### config.mk
export PLATFORM = sky130hd
export DESIGN_NAME = vector_lane_sequencer
export DESIGN_NICKNAME = d
export VERILOG_FILES = /design/src/rtl/vector_lane_sequencer.sv
export SDC_FILE = /design/constraint.sdc
export NUM_CORES = 2
export LEC_CHECK = 0
export CAP_MARGIN = 5
export CORE_AREA = 2 2 610 612
export DETAILED_ROUTE_END_ITERATION = 10
export DIE_AREA = 0 0 612 614
export PLACE_DENSITY = 0.46
export SLEW_MARGIN = 20
export SYNTH_ARGS = -nofsm -noshare
export SYNTH_HDL_FRONTEND = slang
export SYNTH_SLANG_ARGS = --single-unit
export TNS_END_PERCENT = 5
### constraint.sdc
create_clock -name CLK -period 2.4 [get_ports CLK]
set_clock_uncertainty 0.1 [all_clocks]
set_input_delay 0.72 -clock CLK [delete_from_list [all_inputs] [get_ports CLK]]
set_output_delay 0.72 -clock CLK [all_outputs]
set_load 0.1 [all_outputs]
### src/rtl/vector_lane_sequencer.sv
// Captures two V-element operand vectors plus a scalar on start, then streams them strided over BEATS = V/LANES beats.
// First beat is valid one cycle after start; ready_i low freezes the beat and all lane outputs.
module vector_lane_sequencer #(
    parameter int N     = 32,
    parameter int V     = 20,
    parameter int LANES = 4,
    localparam int BEATS = V / LANES,
    localparam int BW    = (BEATS > 1) ? $clog2(BEATS) : 1
) (
    input  logic                 CLK,
    input  logic                 RST,
    input  logic                 start_i,
    input  logic [1:0]           OpType,
    input  logic [V*N-1:0]       RD1_VEC_i,
    input  logic [V*N-1:0]       RD2_VEC_i,
    input  logic [N-1:0]         Scalar_i,
    input  logic                 ready_i,
    output logic [LANES*N-1:0]   Vec_A_o,
    output logic [LANES*N-1:0]   Vec_B_o,
    output logic                 valid_o,
    output logic [BW-1:0]        beat_o,
    output logic                 last_o,
    output logic                 busy_o,
    output logic                 done_o
);

    if ((V % LANES) != 0) begin : g_bad_geometry
        $error("vector_lane_sequencer: V must be a multiple of LANES");
    end

    typedef enum logic {
        IDLE = 1'b0,
        RUN  = 1'b1
    } state_e;

    localparam logic [BW-1:0] LAST_BEAT = BW'(BEATS - 1);

    // Element e = l*BEATS + b, so a lane-major view of the packed vector
    // lets each lane index its own slice directly by beat.
    typedef logic [LANES-1:0][BEATS-1:0][N-1:0] vec_t;

    state_e          state_q, state_d;
    logic [BW-1:0]   beat_q, beat_d;
    logic            done_q, done_d;
    vec_t            cap1_q, cap1_d;
    vec_t            cap2_q, cap2_d;
    logic [N-1:0]    capsc_q, capsc_d;
    logic [1:0]      mode_q, mode_d;

    logic [LANES-1:0][N-1:0] vec_a;
    logic [LANES-1:0][N-1:0] vec_b;
    logic                    run;

    always_comb begin
        state_d = state_q;
        beat_d  = beat_q;
        done_d  = 1'b0;
        cap1_d  = cap1_q;
        cap2_d  = cap2_q;
        capsc_d = capsc_q;
        mode_d  = mode_q;

        case (state_q)
            IDLE: begin
                if (start_i) begin
                    cap1_d  = RD1_VEC_i;
                    cap2_d  = RD2_VEC_i;
                    capsc_d = Scalar_i;
                    mode_d  = OpType;
                    beat_d  = '0;
                    state_d = RUN;
                end
            end
            RUN: begin
                if (ready_i) begin
                    if (beat_q == LAST_BEAT) begin
                        beat_d  = '0;
                        done_d  = 1'b1;
                        state_d = IDLE;
                    end else begin
                        beat_d = beat_q + BW'(1);
                    end
                end
            end
            default: begin
                state_d = IDLE;
                beat_d  = '0;
            end
        endcase
    end

    always_ff @(posedge CLK) begin
        if (RST) begin
            state_q <= IDLE;
            beat_q  <= '0;
            done_q  <= 1'b0;
            cap1_q  <= '0;
            cap2_q  <= '0;
            capsc_q <= '0;
            mode_q  <= '0;
        end else begin
            state_q <= state_d;
            beat_q  <= beat_d;
            done_q  <= done_d;
            cap1_q  <= cap1_d;
            cap2_q  <= cap2_d;
            capsc_q <= capsc_d;
            mode_q  <= mode_d;
        end
    end

    assign run = (state_q == RUN);

    always_comb begin
        vec_a = '0;
        vec_b = '0;
        if (run) begin
            for (int l = 0; l < LANES; l++) begin
                // mode_q[1] swaps operand roles, e.g. scalar-minus-vector
                if (mode_q[1]) begin
                    vec_a[l] = mode_q[0] ? cap2_q[l][beat_q] : capsc_q;
                    vec_b[l] = cap1_q[l][beat_q];
                end else begin
                    vec_a[l] = cap1_q[l][beat_q];
                    vec_b[l] = mode_q[0] ? cap2_q[l][beat_q] : capsc_q;
                end
            end
        end
    end

    assign Vec_A_o = vec_a;
    assign Vec_B_o = vec_b;
    assign valid_o = run;
    assign busy_o  = run;
    assign beat_o  = run ? beat_q : '0;
    assign last_o  = run && (beat_q == LAST_BEAT);
    assign done_o  = done_q;

endmodule

Word-level counts from Yosys, hierarchy flattened
Index checks and enable logic that the tools add are counted.

word-level totals
  word-level logic and storage cells = 96
  input bits = 1318
  output and inout port bits = 263
  register bits = 1319

cells by class
  mux-type cells = 40
  order comparisons = 1
  reduce and logical (&&, ||, !) cells = 4
  equality and inequality tests = 3
  $add $sub $neg = 1
  bitwise gates (word level) = 2

operator list
  cell                 number
  $bmux 32 s3          8
  $mux 32              20
  $mux 128             2
  $mux 3               4
  $pmux 3 s2           1
  $lt 3x4->1 const B   1
  $mux 1               4
  $ne 2x2->1 const B   2
  $reduce_and 2->1     2
  $add 3x1->3 const B  1
  $eq 3x3->1 const B   1
  $reduce_or 3->1      1
  $not 1->1            2
  $pmux 1 s2           1
  $logic_and 1x1->1    1

Logic depth before layout (Yosys ltp)
  depth in word-level cells = 5
  mapped depth = 10
  mapped depth without buffers = 5

Least setup slack after synthesis
Ideal clock, no wire load.

  kind = reg2out
  from = register state_q, in the netlist busy_o
  to = output port Vec_A_o[101]
  slack = -1.720 ns
  buffers on the path = 2
  cell stages (with the launch flop) = 5
  data arrival time = 3.300 ns
  required time = 1.580 ns
  path through = dfxtp_1 > buf_2 > clkbuf_1 > o211ai_1 > o22ai_1

between the ends
  longest elaborated chain between the ends = 1

ends and longest elaborated chain
  element                   RTL line  text
  start: declaration        42        state_e state_q, state_d;
  start signal: assignment  102       state_q <= state_d;
  $mux 128                  117       if (run) begin
  end: declaration          18        output logic [LANES*N-1:0] Vec_A_o,

No other way between the ends.

Worst setup path in the final report
  from = register beat_q[0]
  to = output port Vec_B_o[98]

between the ends
  longest elaborated chain between the ends = 5
  elaborated cells between the ends (all ways) = 7
  classes of those cells = mux: 7

ends and longest elaborated chain
  element                        RTL line  text
  start: declaration             43        logic [BW-1:0] beat_q, beat_d;
  start signal: assignment       103       beat_q <= beat_d;
  $bmux 32 s3                    125       vec_b[l] = mode_q[0] ? cap2_q[l][beat_q] : capsc_q;
  $mux 32 (not written as such)  125
  $mux 32                        125
  $mux 32 *                      120       if (mode_q[1]) begin
  $mux 128 *                     117
  end: declaration               19        output logic [LANES*N-1:0] Vec_B_o,

Every way passes the cells marked *; elsewhere a longest branch is shown, timed or not. The select of a mux whose other input is x is not followed.

==> run metrics <==
ys flop type=sky130_fd_sc_hd__dfxtp_1; tightest slew margin relative to the limit=0.335; Remaining DRCs=0; Clock power frac=0.401; Pins Over Slew Limit=0; die width=612 um; kind of capture point of the worst setup path=output pin; global placer's final weighted congestion=0.940; min Tclk post-route=3.99 ns; grt ovf=0; leading cell type by number of instances after synthesis=sky130_fd_sc_hd__nand2_1; path type of the worst setup path=flop to output pin; Tightest Pin Transition=0.993 ns; top achievable clock speed=251 MHz; largest net degree at the start of global routing=113; final WL=435 mm; Max FO, Critical Path=14; vias in the first global route=64300; violated checks=negative setup slack; Antenna Nets Post-Route=0; warnings from Yosys=0; part of the Yosys area used for sequential elements=0.446; global-route total usage across every layer=0.220; Vias/cell=4.42; Pwr per Cell Area=636 nW/um^2; final net count=11200; cell area after synthesis=59200 sq um; number of clock buffers inserted by TritonCTS=165; cell types with the largest area share after synthesis=sky130_fd_sc_hd__dfxtp_1 (45%), sky130_fd_sc_hd__nand2_1 (17%), sky130_fd_sc_hd__a21oi_1 (12%); clk root buf=sky130_fd_sc_hd__clkbuf_16; first-pass GRT wire length=565 mm; worst vdd ir=545 uV; synthesis-stage register bit count=1319; fraction of synthesis flops using an asynchronous set or reset pin=0; initial standard-cell utilization of the core=0.160; Synth top area share=0.446; number of antenna violations at the first check in global routing=132; clock tree from TritonCTS=done; standard-cell rows=224; Clock Sinks=1319; synthesized area divided by synthesized cell count=7.57 sq um; count of cell types in the netlist=41; Wirelength per Cell=28.9 um; final number of setup-violating endpoints=262; number of H-tree levels=4; post-synthesis instance total=7812; fill cell count=39900; Hold Path Class=input pin to flop; setup total negative slack=-362.88 ns; Switching Fraction=0.314; Die H=614 um; Final HPWL DP=361 mm; synth cell count leaders=sky130_fd_sc_hd__nand2_1 (2675), sky130_fd_sc_hd__a21oi_1 (1471), sky130_fd_sc_hd__dfxtp_1 (1319), sky130_fd_sc_hd__mux2i_1 (477), sky130_fd_sc_hd__o21ai_0 (363); result of the run=finished with violations; deepest clock path buffer count=4; Sw Pwr=0.0206 W; fin area=103000 sq um; number of enable-type register cells in the synthesized netlist=0; portion of the clock cycle consumed by the worst path in the final layout=1.66; critical path data arrival time=3.17 ns; number of buffers added on ports=1580; internal power summed over all cells=0.0451 W; Iter 0 DRT Violations=6088; first-pass detailed-route iteration total=6; Worst Setup Slack, final=-1.59 ns; clock latency on the worst-skew pair=0.85 ns; launching element type of the critical path=flop; number of cells in the finished layout apart from fillers=15100; final design utilization=0.279; leakage power=36.1 nW; IO Count=1581; data required time at the worst endpoint=1.58 ns; total die area=376000 sq um; max-cap violations=0; placed cell count=14700; unrepaired setup endpoints after global routing=yes; Post-Synthesis Net Count=9132; final hold violation count=0; part of the power in combinational logic=0.231; clock transition at the registers of the reported paths=0.06 ns; cell type with the largest total area after synthesis=sky130_fd_sc_hd__dfxtp_1; ratio of cells with drive above 1 in the final layout=0.216; placed inst area=93200 sq um; Flop pwr share=0.368; vias=66700; Placeable Area=370000 sq um; layout overhead on the synthesized area=74.7%
placed cells by master, fill, tap and decap left out, types with 4 or more instances in the layout:
cell type / n
sky130_fd_sc_hd__buf_4: 635
sky130_fd_sc_hd__mux2i_2: 49
sky130_fd_sc_hd__o21ai_0: 181
sky130_fd_sc_hd__bufinv_16: 14
sky130_fd_sc_hd__a21oi_4: 18
sky130_fd_sc_hd__dfxtp_1: 1313
sky130_fd_sc_hd__nand3b_1: 123
sky130_fd_sc_hd__o21ai_1: 187
sky130_fd_sc_hd__o21ai_2: 89
sky130_fd_sc_hd__buf_6: 87
sky130_fd_sc_hd__clkbuf_8: 29
sky130_fd_sc_hd__o22ai_2: 104
sky130_fd_sc_hd__o22a_1: 15
sky130_fd_sc_hd__o21ai_4: 25
sky130_fd_sc_hd__buf_16: 26
sky130_fd_sc_hd__a21oi_2: 69
sky130_fd_sc_hd__o2bb2ai_2: 32
sky130_fd_sc_hd__o22ai_1: 6
sky130_fd_sc_hd__mux2i_4: 19
sky130_fd_sc_hd__o2bb2ai_1: 78
sky130_fd_sc_hd__clkinv_8: 4
sky130_fd_sc_hd__nor2_1: 64
sky130_fd_sc_hd__clkinv_2: 28
sky130_fd_sc_hd__clkbuf_1: 29
sky130_fd_sc_hd__diode_2: 87
sky130_fd_sc_hd__inv_6: 11
sky130_fd_sc_hd__dfxtp_4: 6
sky130_fd_sc_hd__o211ai_1: 30
sky130_fd_sc_hd__nand2b_1: 30
sky130_fd_sc_hd__o22ai_4: 161
sky130_fd_sc_hd__clkbuf_16: 172
sky130_fd_sc_hd__clkdlybuf4s50_1: 1316
sky130_fd_sc_hd__mux2i_1: 409
sky130_fd_sc_hd__nand2_1: 2674
sky130_fd_sc_hd__buf_12: 545
sky130_fd_sc_hd__a21oi_1: 1384
sky130_fd_sc_hd__buf_8: 18
worst max-delay path, cell delays in order (launching register included):
cell,delay [ns]
sky130_fd_sc_hd__dfxtp_4,0.45
sky130_fd_sc_hd__buf_16,0.23
sky130_fd_sc_hd__buf_16,0.20
sky130_fd_sc_hd__buf_12,0.17
sky130_fd_sc_hd__mux2i_1,0.19
sky130_fd_sc_hd__buf_4,0.15
sky130_fd_sc_hd__o21ai_1,0.07
sky130_fd_sc_hd__a21oi_2,0.28
sky130_fd_sc_hd__buf_4,0.20
sky130_fd_sc_hd__o22ai_4,0.09
sky130_fd_sc_hd__buf_12,0.20
cells by family after synthesis:
logic type / Yosys count / share of synthesized area
simple gates: 2910 / 0.195
compound gates: 2389 / 0.218
flops: 1319 / 0.446
buf+inv: 711 / 0.0586
mux: 481 / 0.0817
fa+ha+maj: 2 / 0.000423
flip-flops by register name (all words and copies together), names as in the netlist:
signal and count:
cap1_q 640, busy_o 1, cap2_q 640, capsc_q 32, mode_q 2, beat_q 3
done_o 1
routing by layer:
layer  track usage  routed length [um]  part of all wire
met5             0                 206           0.00047
met4         0.121               25900             0.059
met3        0.0497               33800             0.078
met2         0.343              193000              0.44
met1         0.281              182000              0.42
metrics by stage:
| step | hold slack (ns) | setup WS [ns] | power (W) |
|---|---|---|---|
| after floorplan | 0.332 | -0.608 | 0.0302 |
| after global placement | 0.341 | -1.33 | 0.0388 |
| after detailed placement | 0.344 | -1.19 | 0.0388 |
| after CTS | 0.0523 | -1.70 | 0.0658 |
| after global routing | 0.0896 | -1.68 | 0.0676 |
| final | 0.138 | -1.59 | 0.0657 |
power by group through the flow:
| stage | combinational (W) | clock, W | sequential (W) |
|---|---|---|---|
| 6_report | 0.0152 | 0.0264 | 0.0242 |
| 3_5_place_dp | 0.0142 | 0 | 0.0246 |
| 3_3_place_gp | 0.0142 | 0 | 0.0246 |
| 2_1_floorplan | 0.00598 | 0 | 0.0242 |
| 4_1_cts | 0.0149 | 0.0267 | 0.0241 |
| 5_1_grt | 0.0159 | 0.0275 | 0.0243 |
what timing repair did:
item | CTS | global route
gates resized for setup | 585 | 255
hold buffers | 0 | 0
pin swaps | 71 | 39
endpoints found under the setup margin | 262 | 262
cloned | 9 | 4
buffers inserted | 16 | 29
area by class of cell:
class	instances	area [sq um]	area share
inverter	4	20.0	0.000194
multi-input combinational	5782	34000	0.329
clock inverter	63	801	0.00775
timing repair buffer	2631	30900	0.299
sequential	1319	26400	0.256
tap	4972	6220	0.0602
clock buffer	226	4710	0.0456
antenna	87	218	0.00211
worst paths after layout:
path                            start                  endpoint  slack (ns)  depth (start not counted)
max            beat_q[0]$_SDFFE_PP0P_               Vec_B_o[98]       -1.59                         10
min                               RST  cap2_q[492]$_SDFFE_PP0P_        0.14                          2
max reg2reg         busy_o$_SDFF_PP0_  cap2_q[223]$_SDFFE_PP0P_        0.23                          6
min reg2reg  cap2_q[415]$_SDFFE_PP0P_  cap2_q[415]$_SDFFE_PP0P_        0.35                          2
Note: power is estimated with default switching activity, not from simulation.
